**config.mk**
```make
export PLATFORM = sky130hd
export DESIGN_NAME = riffa_cmd_endpoint_flat
export DESIGN_NICKNAME = d
export VERILOG_FILES = /design/src/rtl/riffa_cmd_endpoint_if.sv /design/src/rtl/riffa_cmd_endpoint.sv /design/src/flat_wrapper.sv
export SDC_FILE = /design/constraint.sdc
export NUM_CORES = 1
export LEC_CHECK = 0
export BUFFER_PORTS_ARGS = -buffer_cell sky130_fd_sc_hd__buf_2
export CORE_UTILIZATION = 50
export DETAILED_ROUTE_END_ITERATION = 10
export GPL_ROUTABILITY_DRIVEN = 0
export GPL_TIMING_DRIVEN = 0
export PLACE_DENSITY_LB_ADDON = 0.3
export SYNTH_ARGS = -nofsm -noshare
export SYNTH_HDL_FRONTEND = slang
export SYNTH_SLANG_ARGS = --single-unit
```
**constraint.sdc**
```tcl
create_clock -name CLK -period 3.64 [get_ports CLK]
set_input_delay 0.728 -clock CLK [delete_from_list [all_inputs] [get_ports CLK]]
set_output_delay 0.728 -clock CLK [all_outputs]
set_load 0.005 [all_outputs]
```
**src/rtl/riffa_cmd_endpoint_if.sv**
```systemverilog
// RIFFA CMD channel (chnl_connector side) plus the register bus driven by riffa_cmd_endpoint.
// slave = the endpoint; master = the host channel together with the register file.
interface riffa_cmd_endpoint_if #(
  parameter int ADDR_W = 8
);
  logic              CHNL_CMD_RX_CLK;
  logic              CHNL_CMD_RX;
  logic              CHNL_CMD_RX_ACK;
  logic              CHNL_CMD_RX_LAST;
  logic [31:0]       CHNL_CMD_RX_LEN;
  logic [30:0]       CHNL_CMD_RX_OFF;
  logic [31:0]       CHNL_CMD_RX_DATA;
  logic              CHNL_CMD_RX_DATA_VALID;
  logic              CHNL_CMD_RX_DATA_REN;
  logic              CHNL_CMD_TX_CLK;
  logic              CHNL_CMD_TX;
  logic              CHNL_CMD_TX_ACK;
  logic              CHNL_CMD_TX_LAST;
  logic [31:0]       CHNL_CMD_TX_LEN;
  logic [30:0]       CHNL_CMD_TX_OFF;
  logic [31:0]       CHNL_CMD_TX_DATA;
  logic              CHNL_CMD_TX_DATA_VALID;
  logic              CHNL_CMD_TX_DATA_REN;
  logic              REG_WR_EN;
  logic              REG_RD_EN;
  logic [ADDR_W-1:0] REG_ADDR;
  logic [31:0]       REG_WR_DATA;
  logic [31:0]       REG_RD_DATA;

  modport slave (
    output CHNL_CMD_RX_CLK, CHNL_CMD_RX_ACK, CHNL_CMD_RX_DATA_REN,
    input  CHNL_CMD_RX, CHNL_CMD_RX_LAST, CHNL_CMD_RX_LEN, CHNL_CMD_RX_OFF,
    input  CHNL_CMD_RX_DATA, CHNL_CMD_RX_DATA_VALID,
    output CHNL_CMD_TX_CLK, CHNL_CMD_TX, CHNL_CMD_TX_LAST, CHNL_CMD_TX_LEN,
    output CHNL_CMD_TX_OFF, CHNL_CMD_TX_DATA, CHNL_CMD_TX_DATA_VALID,
    input  CHNL_CMD_TX_ACK, CHNL_CMD_TX_DATA_REN,
    output REG_WR_EN, REG_RD_EN, REG_ADDR, REG_WR_DATA,
    input  REG_RD_DATA
  );

  modport master (
    input  CHNL_CMD_RX_CLK, CHNL_CMD_RX_ACK, CHNL_CMD_RX_DATA_REN,
    output CHNL_CMD_RX, CHNL_CMD_RX_LAST, CHNL_CMD_RX_LEN, CHNL_CMD_RX_OFF,
    output CHNL_CMD_RX_DATA, CHNL_CMD_RX_DATA_VALID,
    input  CHNL_CMD_TX_CLK, CHNL_CMD_TX, CHNL_CMD_TX_LAST, CHNL_CMD_TX_LEN,
    input  CHNL_CMD_TX_OFF, CHNL_CMD_TX_DATA, CHNL_CMD_TX_DATA_VALID,
    output CHNL_CMD_TX_ACK, CHNL_CMD_TX_DATA_REN,
    input  REG_WR_EN, REG_RD_EN, REG_ADDR, REG_WR_DATA,
    output REG_RD_DATA
  );
endinterface

```
**src/rtl/riffa_cmd_endpoint.sv**
```systemverilog
// RIFFA CMD channel terminator: 2-word register commands in, one 1-word reply out, one command in flight.
// RX is stalled (no ACK) until the previous reply is fully sent; TX request/data held until host ACK and REN.
module riffa_cmd_endpoint #(
  parameter int C_PCI_DATA_WIDTH = 32,
  parameter int ADDR_W           = 8
) (
  input logic                 CLK,
  input logic                 RST_N,
  riffa_cmd_endpoint_if.slave bus
);

  if (C_PCI_DATA_WIDTH != 32) begin : g_bad_width
    $error("riffa_cmd_endpoint: only C_PCI_DATA_WIDTH = 32 is supported");
  end
  if (ADDR_W < 1 || ADDR_W > 28) begin : g_bad_addr_w
    $error("riffa_cmd_endpoint: ADDR_W must be within 1..28");
  end

  typedef enum logic [2:0] {
    S_IDLE, S_ACK, S_RECV, S_EXEC, S_RDWAIT, S_REPLY
  } state_t;

  state_t            r_state;
  state_t            w_state_nxt;
  logic [31:0]       r_len;
  logic [31:0]       r_cnt;
  logic [1:0]        r_op;
  logic [ADDR_W-1:0] r_addr;
  logic [31:0]       r_wdata;
  logic [31:0]       r_reply;
  logic              r_bad_len;
  logic              r_tx_acked;
  logic              r_tx_sent;

  logic w_is_wr, w_is_rd, w_bad_op;
  logic w_rx_xfer, w_rx_last, w_tx_xfer, w_tx_done;
  logic w_rx_ack, w_ren, w_tx, w_tx_vld, w_wr_en, w_rd_en;
  logic w_unused;

  function automatic logic [31:0] f_status(input logic bad_op, input logic bad_len);
    return {30'h0, bad_op, bad_len};
  endfunction

  assign w_is_wr   = (r_op == 2'b01);
  assign w_is_rd   = (r_op == 2'b10);
  assign w_bad_op  = !w_is_wr && !w_is_rd;
  assign w_rx_xfer = (r_state == S_RECV) && bus.CHNL_CMD_RX_DATA_VALID;
  assign w_rx_last = w_rx_xfer && (r_cnt == r_len - 32'd1);
  assign w_tx_xfer = (r_state == S_REPLY) && !r_tx_sent && bus.CHNL_CMD_TX_DATA_REN;
  // ACK and the word transfer may arrive in either order or together
  assign w_tx_done = (r_tx_acked || bus.CHNL_CMD_TX_ACK) && (r_tx_sent || w_tx_xfer);

  always_ff @(posedge CLK) begin
    if (!RST_N) r_state <= S_IDLE;
    else        r_state <= w_state_nxt;
  end

  always_comb begin
    w_state_nxt = r_state;
    w_rx_ack    = 1'b0;
    w_ren       = 1'b0;
    w_tx        = 1'b0;
    w_tx_vld    = 1'b0;
    w_wr_en     = 1'b0;
    w_rd_en     = 1'b0;
    case (r_state)
      S_IDLE:   if (bus.CHNL_CMD_RX) w_state_nxt = S_ACK;
      S_ACK: begin
        w_rx_ack    = 1'b1;
        w_state_nxt = (r_len == 32'd0) ? S_REPLY : S_RECV;
      end
      S_RECV: begin
        w_ren = 1'b1;
        if (w_rx_last) w_state_nxt = (r_len == 32'd2) ? S_EXEC : S_REPLY;
      end
      S_EXEC: begin
        w_wr_en     = w_is_wr;
        w_rd_en     = w_is_rd;
        w_state_nxt = w_is_rd ? S_RDWAIT : S_REPLY;
      end
      S_RDWAIT: w_state_nxt = S_REPLY;
      S_REPLY: begin
        w_tx     = 1'b1;
        w_tx_vld = !r_tx_sent;
        if (w_tx_done) w_state_nxt = S_IDLE;
      end
      default:  w_state_nxt = S_IDLE;
    endcase
  end

  always_ff @(posedge CLK) begin
    if (!RST_N) begin
      r_len      <= '0;
      r_cnt      <= '0;
      r_op       <= '0;
      r_addr     <= '0;
      r_wdata    <= '0;
      r_reply    <= '0;
      r_bad_len  <= 1'b0;
      r_tx_acked <= 1'b0;
      r_tx_sent  <= 1'b0;
    end else begin
      case (r_state)
        S_IDLE: if (bus.CHNL_CMD_RX) begin
          r_len      <= bus.CHNL_CMD_RX_LEN;
          r_cnt      <= '0;
          r_bad_len  <= 1'b0;
          r_tx_acked <= 1'b0;
          r_tx_sent  <= 1'b0;
        end
        S_ACK: if (r_len == 32'd0) begin
          r_bad_len <= 1'b1;
          r_reply   <= f_status(1'b0, 1'b1);
        end
        S_RECV: if (w_rx_xfer) begin
          r_cnt <= r_cnt + 32'd1;
          if (r_cnt == 32'd0) begin
            r_op   <= bus.CHNL_CMD_RX_DATA[31:30];
            r_addr <= bus.CHNL_CMD_RX_DATA[ADDR_W-1:0];
          end
          if (r_cnt == 32'd1) r_wdata <= bus.CHNL_CMD_RX_DATA;
          if (w_rx_last && r_len != 32'd2) begin
            r_bad_len <= 1'b1;
            r_reply   <= f_status(1'b0, 1'b1);
          end
        end
        S_EXEC: begin
          if (w_bad_op)     r_reply <= f_status(1'b1, r_bad_len);
          else if (w_is_wr) r_reply <= '0;
        end
        // read data is valid exactly one cycle after the strobe
        S_RDWAIT: r_reply <= bus.REG_RD_DATA;
        S_REPLY: begin
          if (bus.CHNL_CMD_TX_ACK) r_tx_acked <= 1'b1;
          if (w_tx_xfer)           r_tx_sent  <= 1'b1;
        end
        default: ;
      endcase
    end
  end

  assign bus.CHNL_CMD_RX_CLK        = CLK;
  assign bus.CHNL_CMD_TX_CLK        = CLK;
  assign bus.CHNL_CMD_RX_ACK        = w_rx_ack;
  assign bus.CHNL_CMD_RX_DATA_REN   = w_ren;
  assign bus.CHNL_CMD_TX            = w_tx;
  assign bus.CHNL_CMD_TX_LAST       = w_tx;
  assign bus.CHNL_CMD_TX_LEN        = {31'h0, w_tx};
  assign bus.CHNL_CMD_TX_OFF        = '0;
  assign bus.CHNL_CMD_TX_DATA       = r_reply;
  assign bus.CHNL_CMD_TX_DATA_VALID = w_tx_vld;
  assign bus.REG_WR_EN              = w_wr_en;
  assign bus.REG_RD_EN              = w_rd_en;
  assign bus.REG_ADDR               = r_addr;
  assign bus.REG_WR_DATA            = r_wdata;

  assign w_unused = ^{bus.CHNL_CMD_RX_LAST, bus.CHNL_CMD_RX_OFF};

endmodule

```
**src/flat_wrapper.sv**
```systemverilog
// flat-port wrapper written by rule: the top's interface ports become plain ports
module riffa_cmd_endpoint_flat 
#(
  parameter int C_PCI_DATA_WIDTH = 32,
  parameter int ADDR_W           = 8
)
  (CLK, RST_N, bus_CHNL_CMD_RX_CLK, bus_CHNL_CMD_RX_ACK, bus_CHNL_CMD_RX_DATA_REN, bus_CHNL_CMD_RX, bus_CHNL_CMD_RX_LAST, bus_CHNL_CMD_RX_LEN, bus_CHNL_CMD_RX_OFF, bus_CHNL_CMD_RX_DATA, bus_CHNL_CMD_RX_DATA_VALID, bus_CHNL_CMD_TX_CLK, bus_CHNL_CMD_TX, bus_CHNL_CMD_TX_LAST, bus_CHNL_CMD_TX_LEN, bus_CHNL_CMD_TX_OFF, bus_CHNL_CMD_TX_DATA, bus_CHNL_CMD_TX_DATA_VALID, bus_CHNL_CMD_TX_ACK, bus_CHNL_CMD_TX_DATA_REN, bus_REG_WR_EN, bus_REG_RD_EN, bus_REG_ADDR, bus_REG_WR_DATA, bus_REG_RD_DATA);
  riffa_cmd_endpoint_if #(.ADDR_W(ADDR_W)) bus_i ();
  input logic CLK;
  input logic RST_N;
  output wire logic [$bits(bus_i.CHNL_CMD_RX_CLK)-1:0] bus_CHNL_CMD_RX_CLK;
  output wire logic [$bits(bus_i.CHNL_CMD_RX_ACK)-1:0] bus_CHNL_CMD_RX_ACK;
  output wire logic [$bits(bus_i.CHNL_CMD_RX_DATA_REN)-1:0] bus_CHNL_CMD_RX_DATA_REN;
  input wire logic [$bits(bus_i.CHNL_CMD_RX)-1:0] bus_CHNL_CMD_RX;
  input wire logic [$bits(bus_i.CHNL_CMD_RX_LAST)-1:0] bus_CHNL_CMD_RX_LAST;
  input wire logic [$bits(bus_i.CHNL_CMD_RX_LEN)-1:0] bus_CHNL_CMD_RX_LEN;
  input wire logic [$bits(bus_i.CHNL_CMD_RX_OFF)-1:0] bus_CHNL_CMD_RX_OFF;
  input wire logic [$bits(bus_i.CHNL_CMD_RX_DATA)-1:0] bus_CHNL_CMD_RX_DATA;
  input wire logic [$bits(bus_i.CHNL_CMD_RX_DATA_VALID)-1:0] bus_CHNL_CMD_RX_DATA_VALID;
  output wire logic [$bits(bus_i.CHNL_CMD_TX_CLK)-1:0] bus_CHNL_CMD_TX_CLK;
  output wire logic [$bits(bus_i.CHNL_CMD_TX)-1:0] bus_CHNL_CMD_TX;
  output wire logic [$bits(bus_i.CHNL_CMD_TX_LAST)-1:0] bus_CHNL_CMD_TX_LAST;
  output wire logic [$bits(bus_i.CHNL_CMD_TX_LEN)-1:0] bus_CHNL_CMD_TX_LEN;
  output wire logic [$bits(bus_i.CHNL_CMD_TX_OFF)-1:0] bus_CHNL_CMD_TX_OFF;
  output wire logic [$bits(bus_i.CHNL_CMD_TX_DATA)-1:0] bus_CHNL_CMD_TX_DATA;
  output wire logic [$bits(bus_i.CHNL_CMD_TX_DATA_VALID)-1:0] bus_CHNL_CMD_TX_DATA_VALID;
  input wire logic [$bits(bus_i.CHNL_CMD_TX_ACK)-1:0] bus_CHNL_CMD_TX_ACK;
  input wire logic [$bits(bus_i.CHNL_CMD_TX_DATA_REN)-1:0] bus_CHNL_CMD_TX_DATA_REN;
  output wire logic [$bits(bus_i.REG_WR_EN)-1:0] bus_REG_WR_EN;
  output wire logic [$bits(bus_i.REG_RD_EN)-1:0] bus_REG_RD_EN;
  output wire logic [$bits(bus_i.REG_ADDR)-1:0] bus_REG_ADDR;
  output wire logic [$bits(bus_i.REG_WR_DATA)-1:0] bus_REG_WR_DATA;
  input wire logic [$bits(bus_i.REG_RD_DATA)-1:0] bus_REG_RD_DATA;
  assign bus_CHNL_CMD_RX_CLK = bus_i.CHNL_CMD_RX_CLK;
  assign bus_CHNL_CMD_RX_ACK = bus_i.CHNL_CMD_RX_ACK;
  assign bus_CHNL_CMD_RX_DATA_REN = bus_i.CHNL_CMD_RX_DATA_REN;
  assign bus_i.CHNL_CMD_RX = bus_CHNL_CMD_RX;
  assign bus_i.CHNL_CMD_RX_LAST = bus_CHNL_CMD_RX_LAST;
  assign bus_i.CHNL_CMD_RX_LEN = bus_CHNL_CMD_RX_LEN;
  assign bus_i.CHNL_CMD_RX_OFF = bus_CHNL_CMD_RX_OFF;
  assign bus_i.CHNL_CMD_RX_DATA = bus_CHNL_CMD_RX_DATA;
  assign bus_i.CHNL_CMD_RX_DATA_VALID = bus_CHNL_CMD_RX_DATA_VALID;
  assign bus_CHNL_CMD_TX_CLK = bus_i.CHNL_CMD_TX_CLK;
  assign bus_CHNL_CMD_TX = bus_i.CHNL_CMD_TX;
  assign bus_CHNL_CMD_TX_LAST = bus_i.CHNL_CMD_TX_LAST;
  assign bus_CHNL_CMD_TX_LEN = bus_i.CHNL_CMD_TX_LEN;
  assign bus_CHNL_CMD_TX_OFF = bus_i.CHNL_CMD_TX_OFF;
  assign bus_CHNL_CMD_TX_DATA = bus_i.CHNL_CMD_TX_DATA;
  assign bus_CHNL_CMD_TX_DATA_VALID = bus_i.CHNL_CMD_TX_DATA_VALID;
  assign bus_i.CHNL_CMD_TX_ACK = bus_CHNL_CMD_TX_ACK;
  assign bus_i.CHNL_CMD_TX_DATA_REN = bus_CHNL_CMD_TX_DATA_REN;
  assign bus_REG_WR_EN = bus_i.REG_WR_EN;
  assign bus_REG_RD_EN = bus_i.REG_RD_EN;
  assign bus_REG_ADDR = bus_i.REG_ADDR;
  assign bus_REG_WR_DATA = bus_i.REG_WR_DATA;
  assign bus_i.REG_RD_DATA = bus_REG_RD_DATA;
  riffa_cmd_endpoint #(.C_PCI_DATA_WIDTH(C_PCI_DATA_WIDTH), .ADDR_W(ADDR_W)) u_core (.CLK(CLK), .RST_N(RST_N), .bus(bus_i));
endmodule
```
==> run metrics <==
routed vias=7547; gr busiest metal=met2; clock slew seen by the registers of the worst setup and hold paths=70 ps; Slew headroom=0.1363; area post-placement=roughly 0.009 mm²; row count=44; top-count cell post-synth=nand2_1; FF-to-FF path depth=12; count of final setup violators=31; final hold vios=0; Synthesis Warnings=0; hold depth=3; R2R setup slack=-60 ps; met2 GRT Util=0.4522; first-pass GRT wire length=33240 µm; Syn Inst Count=between 900 and 1000; Layout area overhead=32.80%; crit path time final=3702 ps; Final Cell Area=0.01011 mm²; Fin Clk Skew=9.545 ps; Slew Limit Fails=0; WP data arrival=about 4100 ps; Top FF cell, synth=dfxtp_1; Cells after DPL=1397; Max Cap Viol=0; reg2reg start=u_core.r_len[0]$_SDFFE_PN0P_; failing checks=DRC, setup timing; Max stage delay cell, worst path=or4_4; initial drt markers=446; total core area=0.01470 mm²; EDFF count, synth=0; # nets final=1389; # IOs=278; Worst Hold Path EP=u_core.bus.CHNL_CMD_TX_DATA[12]$_SDFFE_PN0P_; gr usage total=0.2644; chip width=125.4 µm; DR vias/cell=5.226; sequential share of the synthesized area=0.3786; Peak Freq=270.1 MHz; Synth Cell Area=0.007614 mm²; Unique masters post-synth=60; Total Power=6.653 mW; met1 global-route usage=0.3069; setup ws final=-62.34 ps; Post-synth top cells=186 x nand2_1, 144 x dfxtp_1, 79 x a21oi_1; grt ovf=0; drt drc=8; dpl hpwl=15020 µm; initial antenna violation count=0; ranking of synthesized cells by area=dfxtp_1 38%, nand2_1 9.2%, buf_4 6.5%; PD cells=658.0 mW/mm²; RSZ-0062 raised after global routing=true; final core occ=0.6879; asr flop ratio synth=0; CTS tree=built; VDD IR max=0.0006413 V; Slew @ Worst Pin=1293 ps; DRT antenna net count=0; Critical R2R Capture=u_core.r_state[1]$_SDFFE_PN0P_; overall die height=125.4 µm; drt total wl=21700 µm; clk_lat worst skew=540 ps; Ant. Diodes=0; Syn Area/Cell=between 7 and 8 µm²; PortBufs=between 150 and 200; Crit path largest cell delay=about 530 ps; CP Class=reg2reg; first-pass iteration count of the detailed router=8; hold wc startpoint=bus_REG_RD_DATA[12]; Non-Filler Instances=1444; run status=finished with violations; Initial Util=0.5180; critical-path cell list=or4_4, buf_6, nor4_4, a31oi_2, or4_1, or4_1, and4bb_1, nand4_4, buf_4, buf_4, o21ai_0, a21oi_1; Static Leak=4.464 nW; grt met3 use=0.08216; flops & latches, synth=144; vias in the first global route=~7000; required time worst endpoint=between 4000 and 5000 ps; Yosys top cell area share=0.3786; die footprint=roughly 0.016 mm²; fill cell count=1207; Startpoint Class=flip-flop; Max FO, Critical Path=6; Avg WL per Cell=15.03 µm; Crit. End Element=flip-flop; share of layout cells above drive strength 1=0.2841; Setup Slack @ Placement=-477.1 ps; final period utilization=1.017; hold crit path type=in2reg; Yosys top cell by area=dfxtp_1; pin count of the biggest net entering global routing=17
-- critical path: cells and delay by family, from the launching register on --
family / cells / cell delay (ps)
buf+inv: 3 / 490
simple gates: 6 / 2250
compound gates: 3 / 460
flops: 1 / 360
-- layer usage --
layer	routed length (µm)	part of all wire	up-vias
met1	8648	0.40	3513
met5	0	0	-
met3	1583	0.073	51
met4	546	0.025	0
li1	-	-	3697
met2	10920	0.50	286
-- per-stage QoR --
stage	hold slack [ps]	TNS [ps]
2_1_floorplan	437.6	0
3_3_place_gp	435.6	-12870
3_5_place_dp	441.0	-14490
4_1_cts	373.7	-3.218
5_1_grt	387.6	-4314
6_report	393.4	-850.3
-- cell usage in the layout, fill, tap and decap left out, types with 4 or more instances in the layout --
cell       netlist  final
nor3b_1          6      5
buf_4           66     72
nand3_1         27     27
nand2b_1         5      5
nor2_1          76     75
a21oi_1         79     79
nor3_1          21     21
nor4_1          16     12
xor2_1          37     37
o31ai_2         10     24
buf_8            0      4
clkbuf_1        50     50
buf_6            4      6
and2_1           6      6
nand4_1         13     13
or4_1           11     10
mux2i_1         15     14
inv_1           47     47
o21ai_0          9      9
xnor2_1         35     35
o31ai_4          0      6
clkbuf_16        0     22
conb_1           1     62
buf_2            2    183
dfxtp_1        144    141
nand2_1        186    186
or3_1           10      9
ha_1             7      7
and3_1           8      8
-- power breakdown --
part / switching, mW / internal, mW / leakage (nW)
Clock: 0.792 / 1.36 / 0.367
Combinational: 1.46 / 1.11 / 2.93
Sequential: 0.178 / 1.76 / 1.17
Total: 2.43 / 4.23 / 4.46
-- kinds of logic (layout without fill, tap and decap cells) --
group                      after synthesis  count (layout)  synth area share
and+or+nand+nor                        413             413            0.2593
buffers and inverters                  170             399            0.1206
AOI/OAI and AO/OA                      147             147            0.1254
DFF                                    144             144            0.3786
xor gates and xnor gates                72              72           0.08283
muxes                                   16              16           0.02120
adders and majority gates                7               7           0.01150
other                                    1              62         0.0004925
-- how the worst max path moves through the flow --
| stage | start | endpoint | depth (start not counted) |
|---|---|---|---|
| 2_1_floorplan | u_core.r_len[5]$_SDFFE_PN0P_ | u_core.bus.CHNL_CMD_TX_DATA[10]$_SDFFE_PN0P_ | 11 |
| 3_3_place_gp | u_core.r_len[12]$_SDFFE_PN0P_ | u_core.bus.CHNL_CMD_TX_DATA[13]$_SDFFE_PN0P_ | 10 |
| 3_5_place_dp | u_core.r_len[12]$_SDFFE_PN0P_ | u_core.bus.CHNL_CMD_TX_DATA[14]$_SDFFE_PN0P_ | 10 |
| 4_1_cts | u_core.r_len[0]$_SDFFE_PN0P_ | u_core.bus.CHNL_CMD_TX_DATA[8]$_SDFFE_PN0P_ | 11 |
| 6_report | u_core.r_len[0]$_SDFFE_PN0P_ | u_core.r_state[1]$_SDFFE_PN0P_ | 12 |
| 5_1_grt | u_core.r_len[0]$_SDFFE_PN0P_ | u_core.bus.CHNL_CMD_TX_DATA[19]$_SDFFE_PN0P_ | 13 |
-- registers in the layout (all words and copies together) (netlist names) --
name,flops
u_core.r_tx_sent,1
u_core.bus.CHNL_CMD_TX_DATA,32
u_core.r_cnt,32
u_core.r_bad_len,1
u_core.r_op,2
u_core.bus.REG_WR_DATA,32
u_core.bus.REG_ADDR,8
u_core.r_tx_acked,1
u_core.r_state,3
u_core.r_len,32
-- what timing repair did --
| item | 4_1_cts | 5_1_grt |
|---|---|---|
| pin swaps | 1 | 6 |
| buffers inserted | 0 | 9 |
| endpoints found under the setup margin | 36 | 36 |
| gates cloned | 0 | 3 |
| hold buffers | 0 | 0 |
| resized for setup | 5 | 56 |
-- cell type report --
type / count / area [µm²] / share of cell area
plain buffers: 123 / 759.5 / 0.07511
clock buffers: 25 / 563.0 / 0.05569
clock inverters: 12 / 171.4 / 0.01695
inverters: 47 / 176.4 / 0.01745
multi-input cells: 717 / 4290 / 0.4243
flip-flops and latches: 144 / 2889 / 0.2857
well taps: 184 / 230.2 / 0.02277
repair buffers: 192 / 1031 / 0.1020
Power figures use the tool's default switching activity.
